==> src/rtl/ifu_pkg.sv <==
// ifu_pkg: shared encodings for the instruction fetch unit.
// Holds the next-PC operation codes and the run/halt/fault state type.
package ifu_pkg;

  localparam logic [1:0] NPC_SEQ = 2'b00;
  localparam logic [1:0] NPC_BR  = 2'b01;
  localparam logic [1:0] NPC_J   = 2'b10;
  localparam logic [1:0] NPC_JR  = 2'b11;

  typedef enum logic [1:0] {
    RUN   = 2'd0,
    HALT  = 2'd1,
    FAULT = 2'd2
  } ifu_state_t;

endpackage

==> src/rtl/ifu_npc.sv <==
// npc: combinational next-PC target computation for the fetch unit.
// Produces the candidate target for the current npc_op and flags targets
// that are misaligned or fall outside the instruction-memory window that
// contains RESET_PC.
module npc
  import ifu_pkg::*;
#(
  parameter logic [31:0] RESET_PC = 32'h0000_0000,
  parameter int          IM_AW    = 10
) (
  input  logic [31:0] pc,
  input  logic [1:0]  npc_op,
  input  logic        br_taken,
  input  logic [15:0] imm16,
  input  logic [25:0] imm26,
  input  logic [31:0] rs_val,
  output logic [31:0] target,
  output logic        illegal
);

  // Bits above the fetch window must match RESET_PC for a target to be legal.
  localparam logic [31:0] HI_MASK = ~((32'd1 << (IM_AW + 2)) - 32'd1);

  logic [31:0] seq_pc;
  logic [31:0] br_off;

  assign seq_pc = pc + 32'd4;
  assign br_off = {{14{imm16[15]}}, imm16, 2'b00};

  // Select the next PC candidate; all sums wrap modulo 2^32.
  always_comb begin
    target = seq_pc;
    case (npc_op)
      NPC_SEQ: target = seq_pc;
      NPC_BR:  target = br_taken ? (seq_pc + br_off) : seq_pc;
      NPC_J:   target = {seq_pc[31:28], imm26, 2'b00};
      NPC_JR:  target = rs_val;
      default: target = seq_pc;
    endcase
  end

  // Misalignment or leaving the memory window makes the target illegal.
  always_comb begin
    illegal = (target[1:0] != 2'b00) || (((target ^ RESET_PC) & HI_MASK) != 32'd0);
  end

endmodule

==> src/rtl/ifu.sv <==
// ifu: instruction fetch unit holding the PC, its run/halt/fault FSM and,
// when IFU_FETCH_CNT_EN is defined, a retired-fetch counter.
// Optional feature macro: IFU_FETCH_CNT_EN (adds the fetch_cnt port).
module ifu
  import ifu_pkg::*;
#(
  parameter logic [31:0] RESET_PC = 32'h0000_0000,
  parameter int          IM_AW    = 10
) (
  input  logic             clk,
  input  logic             rst,
  input  logic             en,
  input  logic [1:0]       npc_op,
  input  logic             br_taken,
  input  logic [15:0]      imm16,
  input  logic [25:0]      imm26,
  input  logic [31:0]      rs_val,
  input  logic             halt_req,
  output logic [31:0]      pc,
  output logic [31:0]      pc_plus4,
  output logic [IM_AW-1:0] im_addr,
  output logic             halted,
  output logic             addr_err
`ifdef IFU_FETCH_CNT_EN
  ,
  output logic [31:0]      fetch_cnt
`endif
);

  ifu_state_t  state;
  logic [31:0] target;
  logic        illegal;
  logic        pc_update;

  npc #(
    .RESET_PC (RESET_PC),
    .IM_AW    (IM_AW)
  ) u_npc (
    .pc       (pc),
    .npc_op   (npc_op),
    .br_taken (br_taken),
    .imm16    (imm16),
    .imm26    (imm26),
    .rs_val   (rs_val),
    .target   (target),
    .illegal  (illegal)
  );

  assign pc_plus4 = pc + 32'd4;
  assign im_addr  = pc[IM_AW+1:2];

  // The PC only advances in RUN when enabled, not halting, and legal.
  always_comb begin
    pc_update = (state == RUN) && !halt_req && en && !illegal;
  end

  // PC register and run/halt/fault FSM; halt outranks a fault, HALT and FAULT
  // are sticky until reset, and the status flags are registered decodes.
  always_ff @(posedge clk) begin
    if (rst) begin
      pc       <= RESET_PC;
      state    <= RUN;
      halted   <= 1'b0;
      addr_err <= 1'b0;
    end else begin
      case (state)
        RUN: begin
          if (halt_req) begin
            state  <= HALT;
            halted <= 1'b1;
          end else if (en && illegal) begin
            state    <= FAULT;
            addr_err <= 1'b1;
          end else if (en) begin
            pc <= target;
          end
        end
        HALT: begin
          state <= HALT;
        end
        FAULT: begin
          state <= FAULT;
        end
        default: begin
          state    <= FAULT;
          halted   <= 1'b0;
          addr_err <= 1'b1;
        end
      endcase
    end
  end

`ifdef IFU_FETCH_CNT_EN
  // Count every edge on which the PC actually advances.
  always_ff @(posedge clk) begin
    if (rst) begin
      fetch_cnt <= 32'd0;
    end else if (pc_update) begin
      fetch_cnt <= fetch_cnt + 32'd1;
    end
  end
`endif

endmodule
==> config.mk <==
export PLATFORM = sky130hd
export DESIGN_NAME = ifu
export DESIGN_NICKNAME = d
export VERILOG_FILES = /design/src/rtl/ifu_pkg.sv /design/src/rtl/ifu_npc.sv /design/src/rtl/ifu.sv
export SDC_FILE = /design/constraint.sdc
export NUM_CORES = 1
export LEC_CHECK = 0
export ABC_CLOCK_PERIOD_IN_PS = 11200
export CELL_PAD_IN_SITES_DETAIL_PLACEMENT = 1
export CELL_PAD_IN_SITES_GLOBAL_PLACEMENT = 2
export CORE_MARGIN = 2
export CORE_UTILIZATION = 28
export DETAILED_ROUTE_END_ITERATION = 10
export PLACE_DENSITY = 0.89
export SETUP_SLACK_MARGIN = 0.2
export SYNTH_ARGS = -nofsm -noshare
export SYNTH_HDL_FRONTEND = slang
export SYNTH_SLANG_ARGS = --single-unit
==> constraint.sdc <==
create_clock -name clk -period 11.2 [get_ports clk]
set_clock_uncertainty 0.15 [all_clocks]
set_input_delay 1.68 -clock clk [delete_from_list [all_inputs] [get_ports clk]]
set_output_delay 1.68 -clock clk [all_outputs]
set_load 0.02 [all_outputs]
==> results of run 1 <==
-- per-stage QoR --
step,instance area [sq um],setup WS (ps)
5_1_grt,6880,4750
4_1_cts,6880,5170
6_report,6880,5060
3_3_place_gp,6710,4940
2_1_floorplan,5090,6300
3_5_place_dp,6710,4870
-- cell families after synthesis --
logic type	count (synthesis)
simple gates	296
compound gates	204
buf+inv	71
flops	36
xor+xnor	40
mux	24
fa+ha+maj	36
-- final cells by class --
cell class | count | area share
Multi-Input combinational cell | 600 | 0.581
Timing Repair Buffer | 161 | 0.232
Sequential cell | 36 | 0.105
Tap cell | 229 | 0.0417
Clock buffer | 5 | 0.0182
Inverter | 29 | 0.0158
Clock inverter | 3 | 0.00618
-- routing by layer --
layer | up-vias | GRT usage | share of wire
li1 | 2864 | - | -
met1 | 2869 | 0.312 | 0.45
met3 | 34 | 0.0294 | 0.058
met2 | 253 | 0.372 | 0.46
met5 | - | 0 | 0
met4 | 0 | 0.0691 | 0.029
-- cell usage in the layout, fill, tap and decap left out, drive strengths merged, types with 5 or more instances in the layout --
master / netlist / layout
o21ai: 42 / 42
a221oi: 10 / 10
xnor2: 21 / 21
clkdlybuf4s50: 0 / 156
buf: 14 / 5
mux2i: 14 / 14
a21oi: 62 / 62
nand3: 26 / 26
ha: 35 / 35
and2b: 7 / 7
inv: 28 / 28
xor2: 19 / 19
and4: 8 / 8
mux2: 8 / 8
clkbuf: 28 / 5
nor2: 57 / 57
dfxtp: 36 / 36
a21o: 8 / 8
a31oi: 11 / 11
nand4: 14 / 14
a221o: 8 / 8
nor3: 19 / 19
and2: 29 / 29
o2111ai: 7 / 7
and3: 12 / 12
nand2: 92 / 92
nand2b: 5 / 5
nor4: 9 / 9
-- power breakdown --
group	internal, mW	switching, mW	total (mW)
clock	0.105	0.0580	0.163
sequential	0.131	0.00218	0.133
combinational	0.0605	0.0734	0.134
-- worst max-delay path, delay by kind of cell --
family	cells	cell delay [ps]
mux	1	350
simple gates	3	1310
compound gates	5	1430
buf+inv	3	1340
-- state kept, by name (all words and copies together) (netlist names) --
signal / count
addr_err: 1
pc: 32
state: 2
halted: 1
-- worst paths after layout --
check	endpoint	startpoint	slack, ps	depth (start not counted)
worst max-delay path	pc[8]	npc_op[1]	5060	12
worst min-delay path	pc[0]	pc[0]	370	1
worst max register to register	pc[8]	pc[2]	5350	15
worst min register to register	pc[0]	pc[0]	370	1
==> run metrics, run 1 <==
outcome=finished clean; number of buffer cells added on primary ports=roughly 160; largest family of logic cells by synthesized area=simple AND/OR/NAND/NOR gates; # IOs=157; Clock Sink Count=36; sequential fraction of the synthesis area=0.141; longest individual stage delay on the worst path=roughly 670 ps; Via Count=between 6k and 7k; clock latency on the worst-skew pair=290 ps; timing-limited maximum frequency=163 MHz; compound-cell area share of the yosys netlist=0.268; number of cell rows=49; number of nets in the final layout=950; Area contributors post-synth=dfxtp_1 (14%), ha_1 (8.6%), nand2_1 (6.8%); Cell Chain, Critical Path=clkdlybuf4s50_1 -> buf_4 -> inv_1 -> nand2_1 -> o21ai_0 -> a21oi_1 -> a221o_1 -> a2111oi_0 -> o2111ai_1 -> nor4_4 -> nand3_4 -> mux2_4; RD Place Congestion=0.922; Critical Path Source Type=input port; CP endpoint kind=register; shortest clock period the worst path allows after layout=~6000 ps; core utilization of the finished layout=0.384; die width=139 um; quantity of hold-fixing buffers added after cts=0; final hold vios=0; number of placed instances, taps included=1055; signal arrival time at the worst endpoint=between 6000 and 7000 ps; Core Area=between 15000 and 20000 sq um; Die Height=139 um; Detailed Routing Iterations Pass 1=4; Simple-Gate Fraction of Synth Area=0.303; unrepaired setup endpoints after global routing=false; most frequently used cell type in the post-synthesis netlist=nand2_1; global-route wire length before repair=roughly 35000 um; Max-slew headroom=0.444; combined global-route utilization of all metal layers=0.227; Longest Clk Path Bufs=2; flip-flop and latch area=721 sq um; syn nets=824; postcts setup bufs=0; top post-synthesis cells by count=nand2_1 (92), a21oi_1 (62), nor2_1 (57), o21ai_0 (42), dfxtp_1 (36); number of setup violations in the final report=0; final global-route overflow total=0; number of global-route vias before repair=6053; Die Area=19300 sq um; final HPWL from detailed placement=roughly 18000 um; antenna violations before repair=0; Post-synth EDFFs=0; Setup CP Type=in -> reg; Post-synth top flop=dfxtp_1; setup_tns=0 ps; final worst path period share=0.548; buffer type at the clock tree root=clkbuf_16; post-detailed-route DRC marker count=0; post-synthesis register bit count=36; number of H-tree branching levels=2; area growth from synthesis to layout=35.1%; average wire length per cell after detail routing=21.0 um; Post-Route Hold Slack=roughly 370 ps; total leakage power=2.72 nW; antenna-violating nets left=0; adder and majority gate portion of the synthesized area=0.0899; count of inserted antenna diode cells=0; most area-hungry cell type in the Yosys netlist=dfxtp_1; final number of max-transition violations=0; WL final=around 22000 um; drt first-iter violations=about 410; Total Power Consumption=about 0.43 mW; average size of a mapped cell=roughly 7.2 sq um; vias per std cell=5.66; TritonCTS buffer count=5; fill count=2236; xor and xnor fraction of the mapped netlist area=0.0688; Gate Count Post-Synth=707; maximum VDD drop=54.7 uV; actual transition at the worst max-transition pin=just over 800 ps; largest net degree at the start of global routing=46; mapped cell area=~5100 sq um; max-cap violations=0; number of gates resized after cts=0; number of library cell types mapped by synthesis=78; area occupied by multi-input gates=around 4000 sq um; worst hold path type=reg -> reg; total power density per cell area=62.5 nW/um^2; proportion of register bits with asynchronous set or reset after synthesis=0; clk slew on worst S/H paths=60 ps; effective utilization at floorplan=0.285; share of post-route cells with drive strength above 1=0.0600; portion of synthesized cell area occupied by the leading cell type=0.141; warning count from the yosys run=0; portion of netlist area occupied by mux cells=0.0548; TritonCTS clock tree=done; non-filler cells, final=about 1.1k; Worst Path Required=11230 ps; cell at the slowest stage of the critical path=inv_1; highest net fanout along the worst path=45
Note: power is estimated with default switching activity, not from simulation.
==> run 2, diff against run 1 <==
- ABC_CLOCK_PERIOD_IN_PS: 11200 -> 6200
- CORE_UTILIZATION: 28 -> 26
- PLACE_DENSITY: 0.89 -> 0.84
- clock period: 11.2 -> 6.2 ns (I/O delays scaled with it)
==> run 2 against run 1 <==
Compared with the run above: core utilization fell by 2.4 points; sequential power rose by 80%; non-clock buffer count rose by 7; clock-buffer cell count rose by 2; first-iteration DRC count fell by 20%; via count fell by 0.58%; largest power group unchanged.
==> run metrics, run 2 (synthesized netlist as in run 1, its figures left out) <==
outcome=finished clean (unchanged); depth of the most critical reg-to-reg path=17 (was 15); die width=144 um (was 139 um); drt first-iter violations=327 (was 411); number of buffer cells added on primary ports=156 (unchanged); signal arrival time at the worst endpoint=5710 ps (was 6170 ps); antenna violations before repair=0 (unchanged); total power density per cell area=107 nW/um^2 (was 62.5 nW/um^2); WL final=22500 um (was 22300 um); Die Area=20700 sq um (was 19300 sq um); clock latency on the worst-skew pair=280 ps (was 290 ps); RD Place Congestion=0.971 (was 0.922); max FFs per register=32 (unchanged); Via Count=5985 (was 6020); number of cell rows=51 (was 49); Critical Path Source Type=register (was input port); clk slew on worst S/H paths=60 ps (about the same); TritonCTS buffer count=5 (unchanged); actual transition at the worst max-transition pin=773 ps (was 828 ps); antenna-violating nets left=0 (unchanged); final HPWL from detailed placement=18500 um (was 18300 um); Detailed Routing Iterations Pass 1=4 (unchanged); number of H-tree branching levels=2 (unchanged); post-detailed-route DRC marker count=0 (unchanged); Max-slew headroom=0.483 (was 0.444); worst hold path type=reg -> reg (unchanged); Core Area=19300 sq um (was 17900 sq um); number of setup violations in the final report=0 (unchanged); postcts setup bufs=0 (unchanged); final number of max-transition violations=0 (unchanged); register-to-register setup slack=510 ps (was 5350 ps); largest net degree at the start of global routing=37 (was 46); buffer type at the clock tree root=clkbuf_16 (unchanged); Longest Clk Path Bufs=2 (unchanged); highest net fanout along the worst path=10 (was 45); CP endpoint kind=register (unchanged); non-filler cells, final=1105 (was 1063); number of global-route vias before repair=5947 (was 6053); total leakage power=2.76 nW (was 2.72 nW); max-cap violations=0 (unchanged); Worst Path Required=6220 ps (was 11230 ps); setup_tns=0 ps (unchanged); unrepaired setup endpoints after global routing=false (unchanged); count of inserted antenna diode cells=0 (unchanged); final design instance area without fill=6970 sq um (was 6880 sq um); global-route wire length before repair=34400 um (was 34900 um); combined global-route utilization of all metal layers=0.215 (was 0.227); average wire length per cell after detail routing=20.4 um (was 21.0 um); placed instance area=6800 sq um (was 6710 sq um); least setup slack across all paths after layout=508 ps (was 5060 ps); vias per std cell=5.42 (was 5.66); most common cell after layout, fill and taps aside=clkdlybuf4s50_1 (unchanged); final hold vios=0 (unchanged); number of nets in the final layout=957 (was 950); # IOs=157 (unchanged); number of cells on the worst hold path=1 (unchanged); TritonCTS clock tree=done (unchanged); Clock Sink Count=36 (unchanged); Die Height=144 um (was 139 um); final worst path period share=0.918; commonest cells after routing, fill and taps aside=clkdlybuf4s50_1 (155), nand2_1 (92), a21oi_1 (62), nor2_1 (57), o21ai_0 (42) (was clkdlybuf4s50_1 (156), nand2_1 (92), a21oi_1 (62), nor2_1 (57), o21ai_0 (42)); final global-route overflow total=0 (unchanged); share of post-route cells with drive strength above 1=0.0702 (was 0.0600); effective utilization at floorplan=0.263 (was 0.285); Setup CP Type=reg -> reg (was in -> reg); register with the most flip-flops=pc (unchanged); shortest clock period the worst path allows after layout=between 5000 and 6000 ps; area growth from synthesis to layout=36.8% (was 35.1%); maximum VDD drop=109 uV (was 54.7 uV); biggest registers after layout=pc: 32 flops, state: 2 flops (unchanged); worst setup slack after placement=350 ps (was 4870 ps); number of placed instances, taps included=1098 (was 1055); timing-limited maximum frequency=~180 MHz
## run 2: power by group
group	internal, mW	switching, mW	leakage, nW
Combinational	0.110	0.132	2.39
Clock	0.169	0.0955	0.0760
Sequential	0.237	0.00330	0.291
## run 2: what timing repair did
action	in CTS	in global routing
hold buffers	0	0
gates resized for setup	0	3
endpoints found under the setup margin	0	34
## run 2: per-layer routing
metal | vias to the layer above | track usage | routed length (um)
met5 | - | 0 | 0
met4 | 0 | 0.0640 | 701
met3 | 39 | 0.0393 | 1410
met2 | 201 | 0.352 | 10200
met1 | 2862 | 0.289 | 10200
li1 | 2883 | - | -
## run 2: worst max-delay path, stage by stage (launching register included)
cell       delay [ps]
dfxtp_1           500
ha_1              290
and4_1            320
nand3_1           180
nor2_1            160
xnor2_1           170
inv_1             180
ha_1              500
nand4_1           240
nor4_2            410
o2111ai_1         280
nand3_1           200
xnor2_1           190
a31oi_1           170
or4_1             530
nor4_4            500
nand3_4           260
mux2_4            350
## run 2: cell type report
type                       count  area, sq um
clock buffer                   7          153
fill                        2384        12400
inverter                      29          109
multi-input combinational    600         4010
sequential                    36          721
tap                          265          332
timing repair buffer         168         1650
## run 2: path summary, 6_finish.rpt
check | startpoint | end
max | pc[2] | pc[8]
max reg2reg | pc[2] | pc[8]
min | addr_err | addr_err
min reg2reg | addr_err | addr_err
## run 2: stage by stage
step	util	total power, mW	hold WS (ps)
final	0.361	0.745	338
after floorplan	-	0.376	334
after CTS	0.360	0.749	346
after global routing	0.361	0.785	373
after detailed placement	0.352	0.483	328
after global placement	0.352	0.482	329
==> run 3, diff against run 2 <==
- RECOVER_POWER: not set -> 25
==> run 3 against run 2 <==
Compared with the run above: die area did not move; core utilization unchanged; global-route usage is the same; critical path depth is the same; via count is the same; final area unchanged; flip-flop and latch count is the same; largest cell class unchanged; register-to-register slack is essentially flat; sequential share of layout area is the same; maximum frequency hardly changed.
==> run metrics, run 3 (synthesized netlist as in run 1, its figures left out) <==
outcome=finished clean (unchanged); Longest Clk Path Bufs=2 (unchanged); Setup CP Type=reg -> reg (unchanged); final global-route overflow total=0 (unchanged); detailed-routed wire length on met2=10200 um (about the same); buffer type at the clock tree root=clkbuf_16 (unchanged); TritonCTS clock tree=done (unchanged); final hold vios=0 (unchanged); sequential fraction of design power=0.322 (about the same); average wire length per cell after detail routing=20.4 um (about the same); number of global-route vias before repair=5947 (unchanged); final HPWL from detailed placement=18500 um (unchanged); final number of max-transition violations=0 (unchanged); # IOs=157 (unchanged); RD Place Congestion=0.971 (unchanged); largest net degree at the start of global routing=37 (unchanged); antenna violations before repair=0 (unchanged); combined global-route utilization of all metal layers=0.215 (unchanged); share of total power in the clock network=0.355 (was 0.354); global-route wire length before repair=34400 um (unchanged); switching pwr=0.230 mW (about the same); timing-limited maximum frequency=176 MHz (about the same); maximum VDD drop=109 uV (about the same); Die Height=144 um (unchanged); number of cell rows=51 (unchanged); met1 wire length=10200 um (about the same); Worst Path Required=6220 ps (about the same); shortest clock period the worst path allows after layout=5700 ps (was 5690 ps); worst hold path type=reg -> reg (unchanged); sum of buffers and inverters on the critical path=1 (unchanged); max FFs per register=32 (unchanged); highest net fanout along the worst path=10 (unchanged); P_int=0.514 mW (was 0.515 mW); Detailed Routing Iterations Pass 1=4 (unchanged); share of post-route cells with drive strength above 1=0.0702 (unchanged); total power density per cell area=107 nW/um^2 (about the same); signal arrival time at the worst endpoint=5720 ps (was 5710 ps); number of buffer cells added on primary ports=156 (unchanged); setup_tns=0 ps (unchanged); Sw Ratio=0.310 (was 0.309); uppermost layer routed=met4 (unchanged); total length of routed met3 wires=1440 um (was 1410 um); Max-slew headroom=0.483 (about the same); longest individual stage delay on the worst path=530 ps (about the same); number of H-tree branching levels=2 (unchanged); commonest cells after routing, fill and taps aside=clkdlybuf4s50_1 (127), nand2_1 (92), a21oi_1 (62), nor2_1 (57), o21ai_0 (42) (was clkdlybuf4s50_1 (155), nand2_1 (92), a21oi_1 (62), nor2_1 (57), o21ai_0 (42)); die width=144 um (unchanged); register with the most flip-flops=pc (unchanged); quantity of hold-fixing buffers added after cts=0 (unchanged); drt first-iter violations=327 (unchanged); clock latency on the worst-skew pair=280 ps (about the same); biggest registers after layout=pc: 32 flops, state: 2 flops (unchanged); final worst path period share=0.919 (was 0.918); Clock Sink Count=36 (unchanged); combinational share of power=0.323 (was 0.324); vias per std cell=5.42 (unchanged); Cell Chain, Critical Path=ha_1 -> and4_1 -> nand3_1 -> nor2_1 -> xnor2_1 -> inv_1 -> ha_1 -> nand4_1 -> nor4_2 -> o2111ai_1 -> nand3_1 -> xnor2_1 -> a31oi_1 -> or4_1 -> nor4_4 -> nand3_4 -> mux2_4 (unchanged); TritonCTS buffer count=5 (unchanged); number of nets in the final layout=957 (unchanged); actual transition at the worst max-transition pin=772 ps (was 773 ps); max-cap violations=0 (unchanged); unrepaired setup endpoints after global routing=false (unchanged); cell at the slowest stage of the critical path=or4_1 (unchanged); count of inserted antenna diode cells=0 (unchanged); number of setup violations in the final report=0 (unchanged); CP delay by family, top=simple AND/OR/NAND/NOR gates (unchanged); effective utilization at floorplan=0.263 (unchanged); antenna-violating nets left=0 (unchanged); core utilization of the finished layout=0.361 (unchanged); clk slew on worst S/H paths=60 ps (about the same); Core Area=19300 sq um (unchanged); Via Count=5985 (unchanged); total leakage power=2.85 nW (was 2.76 nW); area growth from synthesis to layout=36.8% (unchanged); CP endpoint kind=register (unchanged); Critical Path Source Type=register (unchanged); most common cell after layout, fill and taps aside=clkdlybuf4s50_1 (unchanged); WL final=22500 um (about the same); Die Area=20700 sq um (unchanged); post-detailed-route DRC marker count=0 (unchanged)
[run 3: final timing paths]
path / start / end / slack [ps] / depth (start not counted)
min: addr_err / addr_err / 330 / 1
max: pc[2] / pc[8] / 500 / 17
max reg2reg: pc[2] / pc[8] / 500 / 17
min reg2reg: addr_err / addr_err / 330 / 1
[run 3: area by class of cell]
cell class | instances | area, sq um
Clock buffer | 7 | 153
Fill cell | 2384 | 12400
Inverter | 29 | 109
Multi-Input combinational cell | 600 | 4010
Sequential cell | 36 | 721
Tap cell | 265 | 332
Timing Repair Buffer | 168 | 1650
[run 3: what timing repair did]
action / in CTS / in global routing
buffers inserted: 0 / 0
endpoints found under the setup margin: 0 / 34
endpoints found under the hold margin: 0 / 0
gates resized for setup: 0 / 3
[run 3: through the flow]
stage / instances / worst slack (ps) / area (sq um) / hold slack, ps / total power [mW]
2_1_floorplan: 707 / 1300 / 5090 / 334 / 0.376
3_3_place_gp: 1098 / 276 / 6800 / 329 / 0.482
3_5_place_dp: 1098 / 350 / 6800 / 328 / 0.483
4_1_cts: 1105 / 400 / 6960 / 346 / 0.749
5_1_grt: 1105 / 149 / 6970 / 368 / 0.784
6_report: 1105 / 503 / 6970 / 331 / 0.744
[run 3: power by group through the flow]
stage,Combinational (mW),Clock (mW),Sequential (mW)
2_1_floorplan,0.129,0,0.248
3_3_place_gp,0.238,0,0.245
3_5_place_dp,0.238,0,0.245
4_1_cts,0.240,0.269,0.240
5_1_grt,0.263,0.280,0.240
6_report,0.240,0.264,0.240
[run 3: metal layers]
layer / GRT usage / vias up
met4: 0.0640 / 0
li1: - / 2883
met2: 0.352 / 205
met3: 0.0393 / 39
met1: 0.289 / 2858
met5: 0 / -
